$ cat src/rtl/vga_timing_pkg.sv
// VGA 640x480@60 timing constants and colour type
// for the NES video output path.
package vga_timing_pkg;
    localparam int H_ACTIVE = 640;
    localparam int H_FP     = 16;
    localparam int H_SYNC   = 96;
    localparam int H_BP     = 48;
    localparam int V_ACTIVE = 480;
    localparam int V_FP     = 10;
    localparam int V_SYNC   = 2;
    localparam int V_BP     = 33;
    localparam int H_OFFSET = 64;
    localparam int NES_COLS = 256;

    localparam int H_TOTAL  = H_ACTIVE + H_FP + H_SYNC + H_BP;
    localparam int V_TOTAL  = V_ACTIVE + V_FP + V_SYNC + V_BP;
    localparam int HS_START = H_ACTIVE + H_FP;
    localparam int HS_END   = HS_START + H_SYNC - 1;
    localparam int VS_START = V_ACTIVE + V_FP;
    localparam int VS_END   = VS_START + V_SYNC - 1;

    localparam logic SYNC_ACTIVE = 1'b0;

    typedef logic [8:0] rgb9_t;
endpackage

$ cat src/rtl/vga_timing_counter.sv
// Horizontal/vertical scan counters with raw sync
// and NES-window decodes.
module vga_timing_counter #(
    parameter int H_ACTIVE = vga_timing_pkg::H_ACTIVE,
    parameter int H_FP     = vga_timing_pkg::H_FP,
    parameter int H_SYNC   = vga_timing_pkg::H_SYNC,
    parameter int H_BP     = vga_timing_pkg::H_BP,
    parameter int V_ACTIVE = vga_timing_pkg::V_ACTIVE,
    parameter int V_FP     = vga_timing_pkg::V_FP,
    parameter int V_SYNC   = vga_timing_pkg::V_SYNC,
    parameter int V_BP     = vga_timing_pkg::V_BP
) (
    input  logic       clk_i,
    input  logic       rst_ni,
    output logic [9:0] h_o,
    output logic [9:0] v_o,
    output logic       win_o,
    output logic       hs_o,
    output logic       vs_o
);
    import vga_timing_pkg::*;

    localparam logic [9:0] H_LAST   = 10'(H_ACTIVE + H_FP + H_SYNC + H_BP - 1);
    localparam logic [9:0] V_LAST   = 10'(V_ACTIVE + V_FP + V_SYNC + V_BP - 1);
    localparam logic [9:0] HS_FIRST = 10'(H_ACTIVE + H_FP);
    localparam logic [9:0] HS_LAST  = 10'(H_ACTIVE + H_FP + H_SYNC - 1);
    localparam logic [9:0] VS_FIRST = 10'(V_ACTIVE + V_FP);
    localparam logic [9:0] VS_LAST  = 10'(V_ACTIVE + V_FP + V_SYNC - 1);
    localparam logic [9:0] V_VIS    = 10'(V_ACTIVE);
    localparam logic [9:0] W_FIRST  = 10'(H_OFFSET);
    localparam logic [9:0] W_LAST   = 10'(H_OFFSET + 2 * NES_COLS - 1);

    logic [9:0] h_q, h_d;
    logic [9:0] v_q, v_d;

    always_comb begin
        h_d = h_q + 10'd1;
        v_d = v_q;
        if (h_q == H_LAST) begin
            h_d = '0;
            v_d = (v_q == V_LAST) ? '0 : v_q + 10'd1;
        end
    end

    always_ff @(posedge clk_i or negedge rst_ni) begin
        if (!rst_ni) begin
            h_q <= '0;
            v_q <= '0;
        end else begin
            h_q <= h_d;
            v_q <= v_d;
        end
    end

    assign h_o   = h_q;
    assign v_o   = v_q;
    assign win_o = (v_q < V_VIS) && (h_q >= W_FIRST) && (h_q <= W_LAST);
    assign hs_o  = ((h_q >= HS_FIRST) && (h_q <= HS_LAST)) ? SYNC_ACTIVE : !SYNC_ACTIVE;
    assign vs_o  = ((v_q >= VS_FIRST) && (v_q <= VS_LAST)) ? SYNC_ACTIVE : !SYNC_ACTIVE;
endmodule

$ cat src/rtl/vga_out.sv
// VGA pixel output stage: 2x-scaled, centred NES picture with
// scanline-buffer fetch decode and a 2-clock aligned pin pipeline.
module vga_out #(
    parameter int H_ACTIVE = vga_timing_pkg::H_ACTIVE,
    parameter int H_FP     = vga_timing_pkg::H_FP,
    parameter int H_SYNC   = vga_timing_pkg::H_SYNC,
    parameter int H_BP     = vga_timing_pkg::H_BP,
    parameter int V_ACTIVE = vga_timing_pkg::V_ACTIVE,
    parameter int V_FP     = vga_timing_pkg::V_FP,
    parameter int V_SYNC   = vga_timing_pkg::V_SYNC,
    parameter int V_BP     = vga_timing_pkg::V_BP
) (
    input  logic       pix_clk,
    input  logic       reset,
    input  logic [8:0] rgb_buf,
    output logic [7:0] pix_ptr_x,
    output logic [7:0] pix_ptr_y,
    output logic       reading,
    output logic [8:0] rgb,
    output logic       hsync,
    output logic       vsync
);
    import vga_timing_pkg::*;

    localparam logic [9:0] V_VIS = 10'(V_ACTIVE);
    localparam logic [9:0] H_OFF = 10'(H_OFFSET);

    logic [9:0] h, v, hoff;
    logic       win, hs_raw, vs_raw;

    vga_timing_counter #(
        .H_ACTIVE (H_ACTIVE),
        .H_FP     (H_FP),
        .H_SYNC   (H_SYNC),
        .H_BP     (H_BP),
        .V_ACTIVE (V_ACTIVE),
        .V_FP     (V_FP),
        .V_SYNC   (V_SYNC),
        .V_BP     (V_BP)
    ) u_cnt (
        .clk_i  (pix_clk),
        .rst_ni (reset),
        .h_o    (h),
        .v_o    (v),
        .win_o  (win),
        .hs_o   (hs_raw),
        .vs_o   (vs_raw)
    );

    // Even lines fetch every other clock; odd lines replay the buffer.
    assign hoff      = h - H_OFF;
    assign pix_ptr_x = win ? 8'(hoff >> 1) : 8'd0;
    assign pix_ptr_y = (v < V_VIS) ? 8'(v >> 1) : 8'd0;
    assign reading   = win && !v[0] && !hoff[0];

    logic  win_dly_q, hs_dly_q, vs_dly_q;
    rgb9_t rgb_q, rgb_d;
    logic  hsync_q, vsync_q;

    assign rgb_d = win_dly_q ? rgb9_t'(rgb_buf) : '0;

    always_ff @(posedge pix_clk or negedge reset) begin
        if (!reset) begin
            win_dly_q <= 1'b0;
            hs_dly_q  <= !SYNC_ACTIVE;
            vs_dly_q  <= !SYNC_ACTIVE;
            rgb_q     <= '0;
            hsync_q   <= !SYNC_ACTIVE;
            vsync_q   <= !SYNC_ACTIVE;
        end else begin
            win_dly_q <= win;
            hs_dly_q  <= hs_raw;
            vs_dly_q  <= vs_raw;
            rgb_q     <= rgb_d;
            hsync_q   <= hs_dly_q;
            vsync_q   <= vs_dly_q;
        end
    end

    assign rgb   = rgb_q;
    assign hsync = hsync_q;
    assign vsync = vsync_q;
endmodule

$ cat config.mk
export PLATFORM = sky130hd
export DESIGN_NAME = vga_out
export DESIGN_NICKNAME = d
export VERILOG_FILES = /design/src/rtl/vga_timing_pkg.sv /design/src/rtl/vga_timing_counter.sv /design/src/rtl/vga_out.sv
export SDC_FILE = /design/constraint.sdc
export NUM_CORES = 1
export LEC_CHECK = 0
export BUFFER_PORTS_ARGS = -buffer_cell sky130_fd_sc_hd__buf_2
export CAP_MARGIN = 5
export CORE_ASPECT_RATIO = 1.1
export CORE_UTILIZATION = 24
export CTS_CLUSTER_DIAMETER = 80
export DETAILED_ROUTE_END_ITERATION = 6
export SLEW_MARGIN = 40
export SYNTH_ARGS = -nofsm -noshare
export SYNTH_HDL_FRONTEND = slang
export SYNTH_SLANG_ARGS = --single-unit
export TNS_END_PERCENT = 30
$ cat constraint.sdc
create_clock -name pix_clk -period 2.7 [get_ports pix_clk]
set_input_delay 0.54 -clock pix_clk [delete_from_list [all_inputs] [get_ports pix_clk]]
set_output_delay 0.54 -clock pix_clk [all_outputs]
set_load 0.005 [all_outputs]
**Word level (Yosys, flattened, before mapping)**

Cells that the tools add are included.

- Add/subtract/negate cells: 3
- Multiply operators: 0
- Divide/modulo/power cells: 0
- $lt $le $gt $ge: 7
- Eq/ne operators: 2
- Shift operators: 0
- Muxes and demuxes: 7
- Bitwise gates (word level): 0
- Reductions and logical operators: 8

Operators with widths:

| kind | number |
|---|---|
| adder 10 x 1 -> 10 bit, second input constant | 2 |
| == test 10 bit, second input constant | 2 |
| <= comparator 10 bit, second input constant | 2 |
| two-way mux 10 bit | 2 |
| two-way mux 8 bit | 2 |
| greater-or-equal comparator 10 bit, second input constant | 1 |
| greater-or-equal comparator 10 x 7 -> 1 bit, second input constant | 1 |
| greater-or-equal comparator 10 x 9 -> 1 bit, second input constant | 1 |
| <= comparator 10 x 9 -> 1 bit, second input constant | 1 |
| < comparator 10 x 9 -> 1 bit, second input constant | 1 |
| two-way mux 9 bit | 1 |
| subtractor 9 x 7 -> 9 bit, second input constant | 1 |
| logical AND 1 bit | 6 |
| logical NOT 1 bit | 2 |
| two-way mux 1 bit | 2 |

- Register bits after elaboration: 34
- Latch bits: 0
- RAM bits: 0
- Memory bits (read-only): 0
- Input port bits: 11
- Output and inout bits: 28
- Word-level logic and storage cells: 35
- Memories kept: 0

**Depth between registers and ports, before layout**

Gate-level depths: netlist of the first run.

- Word-level depth: 5
- Depth in mapped cells: 7
- Depth with buffers taken out: 7

**By module**

From an unflattened synthesis of the first run, not the netlist that was laid out.

- Cell total of the unflattened synthesis: 159
- Area, all modules: 1721.7 um^2

Modules (own cells, without submodules):

| module | times used | cells an instance | area each (um^2) | seq. area each (um^2) |
|---|---|---|---|---|
| vga_timing_counter | 1 | 110 | 1132.3 | 500.5 |
| vga_out | 1 | 49 | 589.3 | 355.3 |

**Worst setup path after synthesis of the first run**

No wires, ideal clock.

- Kind: reg-to-output
- Start: register u_cnt.h_q[0] (netlist: u_cnt.h_o[0])
- End: output port pix_ptr_x[1]
- Data arrival time: 1.548 ns
- Data required time: 2.160 ns
- Slack: 0.612 ns
- Stages on the path, launching flop included: 7
- Path through: dfrtp_1 -> ha_1 -> nand3_2 -> o311ai_2 -> o311ai_2 -> inv_2 -> and2_1

- Cells in the longest elaborated chain, start to end: 4
- Elaborated cells on any way between the ends: 6
- Classes of those cells: 1 x add/sub; 2 x order compare; 1 x mux; 2 x reduce/logical

Ends and longest elaborated chain:

| element | line | source |
|---|---|---|
| from (decl) | vga_timing_counter.sv:33 | `logic [9:0] h_q, h_d;` |
| from (signal assigned) | vga_timing_counter.sv:47 | `h_q <= '0;` |
| from (signal assigned) | vga_timing_counter.sv:50 | `h_q <= h_d;` |
| greater-or-equal comparator 10 x 7 -> 1 bit | vga_timing_counter.sv:57 | `assign win_o = (v_q < V_VIS) && (h_q >= W_FIRST) && (h_q <= W_LAST);` |
| logical AND 1 bit | vga_timing_counter.sv:57 |  |
| logical AND 1 bit * | vga_timing_counter.sv:57 |  |
| net u_cnt.win_o | vga_timing_counter.sv:17 | `output logic win_o,` |
| two-way mux 8 bit * | vga_out.sv:52 | `assign pix_ptr_x = win ? 8'(hoff >> 1) : 8'd0;` |
| to (decl) | vga_out.sv:16 | `output logic [7:0] pix_ptr_x,` |

Mark *: on every way through the listed nets, which the timed path passes. The rest lies on a longest branch.

**Worst setup path in the final report of the first run**

- Start: register u_cnt.h_q[6] (netlist: u_cnt.h_o[6])
- End: output port pix_ptr_x[1]

Same word-level chain as after synthesis.

==> metrics.txt, run 1 <==
status=finished, final reports clean; Die Y=90.6 um; TNS Setup=0 ns; pwr dens=459 mW/mm2; Area Growth Syn to Fin=26.4%; Rows=31; layout cells sized above 1=30.8%; number of synthesized register bits=34; worst reg-to-reg path cell count=6; max-cap violation count=0; initial drt markers=107; Cell variety after synth=38; VDD IR-drop max=0.000240 V; Slowest-stage cell, CP=dfrtp_2; min-delay worst type=in2async; I/O Buffers=38; Die ar.=0.00748 mm2; syn nets=184; Final Cycle Share=95.6%; crit path max fanout=8; # diodes=0; Worst slew margin=55.2%; RSZ-0062 raised after global routing=false; largest net degree at the start of global routing=35; Post-Route Skew=0.00513 ns; worst setup path startpoint=u_cnt.h_o[6]; minimum clock period=2.58 ns; P_int=0.789 mW; register share of total power=51.3%; post-route ant nets=0; Initial Util=25.4%; Slew Limit Fails=0; RePlAce Congestion=0.829; Worst Tran Pin Value=0.666 ns; commonest non-fill, non-tap cell in the layout=buf_2; Syn Area/Cell=10.5 um2; Finished Layout Cells=293; DRC viols=0; final setup violation count=0; total leakage power=1.05 nW; Root Driver=clkbuf_8; clock share of power=47.0%; maximum clock frequency=387 MHz; average wire per cell in the routed design=12.5 um; via count=1317; Worst-path clk slew=0.07 ns; Clock Tree Buf Depth=2; first-pass GRT wire length=6220 um; CTS Buf Count=5; 1st-pass router iterations=4; Area after DPL=0.00203 mm2; switching power=0.204 mW; HPWL Detailed=2720 um; share of synthesized registers carrying an async set or reset=100%; nature of the critical path startpoint=register; combinational fraction of design power=1.7%; most frequent cells in the layout=buf_2 (37), dfrtp_1 (28), and2_1 (20); Power Total=0.993 mW; Placed Cells=285; Hold Fails Final Rpt=0; Netlist Area Pre-Place=0.00171 mm2; Via-to-Cell Ratio=4.49; Reg2Reg Capture Point=u_cnt.v_o[3]; reg2reg setup slack=0.77 ns; initial antenna violation count=0; Crit Path Category=reg2out; Setup crit end kind=output port; Critical Path RT=2.16 ns; Post-Syn Instances=163; Total GRT Usage=10.9%; critical-path cell list=inv_1, ha_1, nand2b_1, o311ai_2, o311ai_4, inv_2, and2_1, buf_2; worst setup path end=pix_ptr_x[1]; clk_lat worst skew=0.29 ns; H-tree depth=2; CTS tree=built; # IOs=39; gr ovfl total=0; Finished Cell Area=0.00216 mm2; core box area=0.00675 mm2; clock sinks=34; EDFF count, synth=0; slowest stage delay, CP=0.45 ns; Reg-to-Reg Start=u_cnt.v_o[0]; Ys Warns=0; Final nets=231; Die W=82.6 um; vias in the first global route=1307; drt total wl=3670 um; sequential area share after synthesis=50.0%; crit path DAT=2.04 ns; most common flop cell mapped by yosys=dfrtp_1; switching power share of the total=20.5%
==> synth_stat cells (all sizes together) (2+ instances only) <==
master	n	area [um2]
ha	10	125
nor2	11	41.3
xnor2	9	78.8
xor2	2	17.5
dfrtp	30	751
o21ai	4	20.0
nor4	5	37.5
nand2	7	26.3
a21oi	5	25.0
inv	9	33.8
o311ai	2	32.5
and3	5	31.3
nand2b	4	25.0
nand4	4	25.0
dfstp	4	105
and2	20	125
nor3	6	35.0
nand3	9	50.1
buf	2	10.0
==> worst min path at each step <==
| stage | slack, ns | startpoint | end | depth (start not counted) |
|---|---|---|---|---|
| after floorplan | 0.24 | reset | rgb[0] | 0 |
| after global placement | 0.35 | vs_dly_q | vsync | 0 |
| after detailed placement | 0.35 | vs_dly_q | vsync | 0 |
| after CTS | 0.36 | reset | win_dly_q | 1 |
| after global routing | 0.24 | reset | u_cnt.v_o[3] | 1 |
| final | 0.20 | reset | u_cnt.v_o[5] | 1 |
==> timing repair <==
action / CTS / global route
resized for setup: 0 / 4
hold buffers: 0 / 0
buffers inserted: 0 / 0
endpoints found under the setup margin: 0 / 4
==> kinds of logic (layout without fill, tap and decap cells) <==
logic type | Yosys count | count (layout) | synth area share (%)
and+or+nand+nor | 80 | 80 | 27.4
DFF | 34 | 34 | 50.0
AOI/OAI and AO/OA | 15 | 15 | 6.36
buffers and inverters | 12 | 60 | 2.78
xor gates and xnor gates | 11 | 11 | 5.62
adders and majority gates | 10 | 10 | 7.30
muxes | 1 | 1 | 0.584
==> worst max-delay path: cells and delay by family, from the launching register on <==
family | cells | cell delay, ns
and+or+nand+nor | 2 | 0.22
DFF | 1 | 0.45
adders and majority gates | 1 | 0.21
buffers and inverters | 3 | 0.38
AOI/OAI and AO/OA | 2 | 0.49
==> per-layer routing <==
metal  routed length (um)  GRT usage, %  up-vias
li1                     -             -      655
met1                 1710          14.8      617
met2                 1640          16.2       38
met3                  253          3.43        7
met4                   66          3.88        0
met5                    0             0        -
==> flip-flops by register name, summed over array words and instances (netlist names) <==
| register | count |
|---|---|
| vs_dly_q | 1 |
| hsync | 1 |
| u_cnt.h_o | 10 |
| hs_dly_q | 1 |
| win_dly_q | 1 |
| u_cnt.v_o | 10 |
| rgb | 9 |
| vsync | 1 |
==> stage by stage <==
step / hold slack (ns) / setup slack [ns] / util (%)
after floorplan: 0.244 / 0.612 / -
after global placement: 0.347 / 0.434 / 30.1
after detailed placement: 0.347 / 0.349 / 30.1
after CTS: 0.357 / 0.0246 / 31.8
after global routing: 0.235 / 0.0291 / 32.1
final: 0.195 / 0.119 / 32.1
==> power by group through the flow <==
stage	registers [mW]	logic (mW)	clock network [mW]
after global placement	0.519	0.0174	0
after global routing	0.509	0.0201	0.503
final	0.509	0.0167	0.467
after floorplan	0.519	0.000000848	0
after CTS	0.509	0.0178	0.484
after detailed placement	0.519	0.0178	0
==> area by class of cell <==
cell class / instances / area [um2]
Fill cell: 737 / 4580
Sequential cell: 34 / 858
Multi-Input combinational cell: 117 / 826
Timing Repair Buffer: 43 / 230
Tap cell: 82 / 103
Clock buffer: 5 / 68.8
Clock inverter: 3 / 45.0
Inverter: 9 / 33.8
Note: power is estimated with default switching activity, not from simulation.
==> run 2, diff against run 1 <==
RECOVER_POWER = 100   (was default)
==> metrics.txt, run 2 (synthesized netlist as in run 1, its figures left out) <==
drt total wl=3690 um (+0.60%); # IOs=39 (unchanged); clk_lat worst skew=0.29 ns (about the same); Worst-path clk slew=0.07 ns (about the same); Clock Tree Buf Depth=2 (unchanged); pwr dens=469 mW/mm2 (+2.2%); Final nets=231 (unchanged); fill count=745 (+1.1%); gr ovfl total=0 (unchanged); Die Y=90.6 um (unchanged); I/O Buffers=38 (unchanged); pre-CTS WS=0.349 ns (unchanged); post-route ant nets=0 (unchanged); commonest non-fill, non-tap cell in the layout=dfrtp_1; crit path max fanout=8 (unchanged); min-delay worst type=reg2reg; minimum clock period=2.58 ns (+0.000141 ns); failing checks=max-capacitance violations, max-slew violations; Via-to-Cell Ratio=4.51 (+0.23%); H-tree depth=2 (unchanged); CTS Buf Count=5 (unchanged); Total GRT Usage=10.9% (unchanged); Worst Tran Pin Value=1.90 ns (+1.23 ns); maximum clock frequency=387 MHz (about the same); via count=1320 (+0.23%); hold buffers post-CTS=0 (unchanged); crit path DAT=2.04 ns (about the same); Setup crit end kind=output port; initial drt markers=110 (+2.8%); clock sinks=34 (unchanged); 1st-pass router iterations=4 (unchanged); Rows=31 (unchanged); Slew Limit Fails=35 (+35); Final Cycle Share=95.6% (about the same); CTS tree=built; TNS Setup=0 ns (unchanged); Die W=82.6 um (unchanged); average wire per cell in the routed design=12.6 um (+0.60%); max-cap violation count=1 (+1); Worst slew margin=-26.4% (-82 points); Power Total=0.991 mW (-0.13%); RePlAce Congestion=0.829 (unchanged); Placed Cells=285 (unchanged); Crit Path Category=reg2out; layout cells sized above 1=20.4% (-10 points); VDD IR-drop max=0.000240 V (about the same); post_cts resized=0 (unchanged); Root Driver=clkbuf_8; vias in the first global route=1307 (unchanged); Initial Util=25.4% (unchanged); nature of the critical path startpoint=register; initial antenna violation count=0 (unchanged); Die ar.=0.00748 mm2 (unchanged); most frequent cells in the layout=dfrtp_1 (28), buf_2 (22), clkbuf_1 (20); Post-Route Skew=0.00510 ns (-0.0000243 ns); total leakage power=0.957 nW (-9.0%); HPWL Detailed=2720 um (unchanged); post-layout util=31.3% (-0.72 points); RSZ-0062 raised after global routing=false; Post-CTS Setup Bufs=0 (unchanged); first-pass GRT wire length=6220 um (unchanged); Area Growth Syn to Fin=23.5%; Hold Fails Final Rpt=0 (unchanged); # diodes=0 (unchanged); Critical Path RT=2.16 ns (about the same); Finished Layout Cells=293 (unchanged); final setup violation count=0 (unchanged); largest net degree at the start of global routing=35 (unchanged); DRC viols=0 (unchanged); status=finished, violations left; core box area=0.00675 mm2 (unchanged); Final WS setup=0.119 ns (-0.000141 ns)
## run 2: critical path, stage by stage, from the launching register on
cell and delay (ns):
dfrtp_2 0.45, inv_1 0.13, ha_1 0.21, nand2b_1 0.08
o311ai_2 0.29, o311ai_4 0.21, inv_2 0.14, and2_1 0.14
buf_2 0.11
## run 2: layer usage
layer	vias up	share of wire [%]	global-route usage, %	wire, um
met4	0	1.8	3.88	66
met5	-	0	0	0
met2	36	44	16.2	1630
met1	621	47	14.8	1740
met3	7	6.9	3.43	255
li1	656	-	-	-
## run 2: metrics by stage
stage / area, um2 / hold slack [ns]
after CTS: 2140 / 0.357
after floorplan: 1710 / 0.244
after global routing: 2120 / 0.362
final: 2120 / 0.356
after global placement: 2030 / 0.347
after detailed placement: 2030 / 0.347
## run 2: area by class of cell
cell class,instances,area [um2],share of cell area [%]
clock buffer,5,68.8,3.25
clock inverter,3,45.0,2.13
inverter,9,33.8,1.60
multi-input combinational,117,815,38.5
sequential,34,858,40.6
tap,82,103,4.85
timing repair buffer,43,193,9.11
## run 2: report_power, final
part / leakage, nW / internal, mW / total, mW / switching, mW
logic: 0.462 / 0.00467 / 0.0161 / 0.0115
clock network: 0.0504 / 0.274 / 0.466 / 0.192
registers: 0.445 / 0.509 / 0.509 / 0
## run 2: worst paths after layout
check,from,cells after the start,end,slack (ns)
max reg2reg,u_cnt.h_o[0],7,u_cnt.v_o[7],0.60
max,u_cnt.h_o[6],8,pix_ptr_x[1],0.12
min in group asynchronous,reset,1,u_cnt.v_o[5],0.77
max in group asynchronous,reset,1,u_cnt.h_o[6],0.71
min reg2reg,vs_dly_q,0,vsync,0.36
min,vs_dly_q,0,vsync,0.36
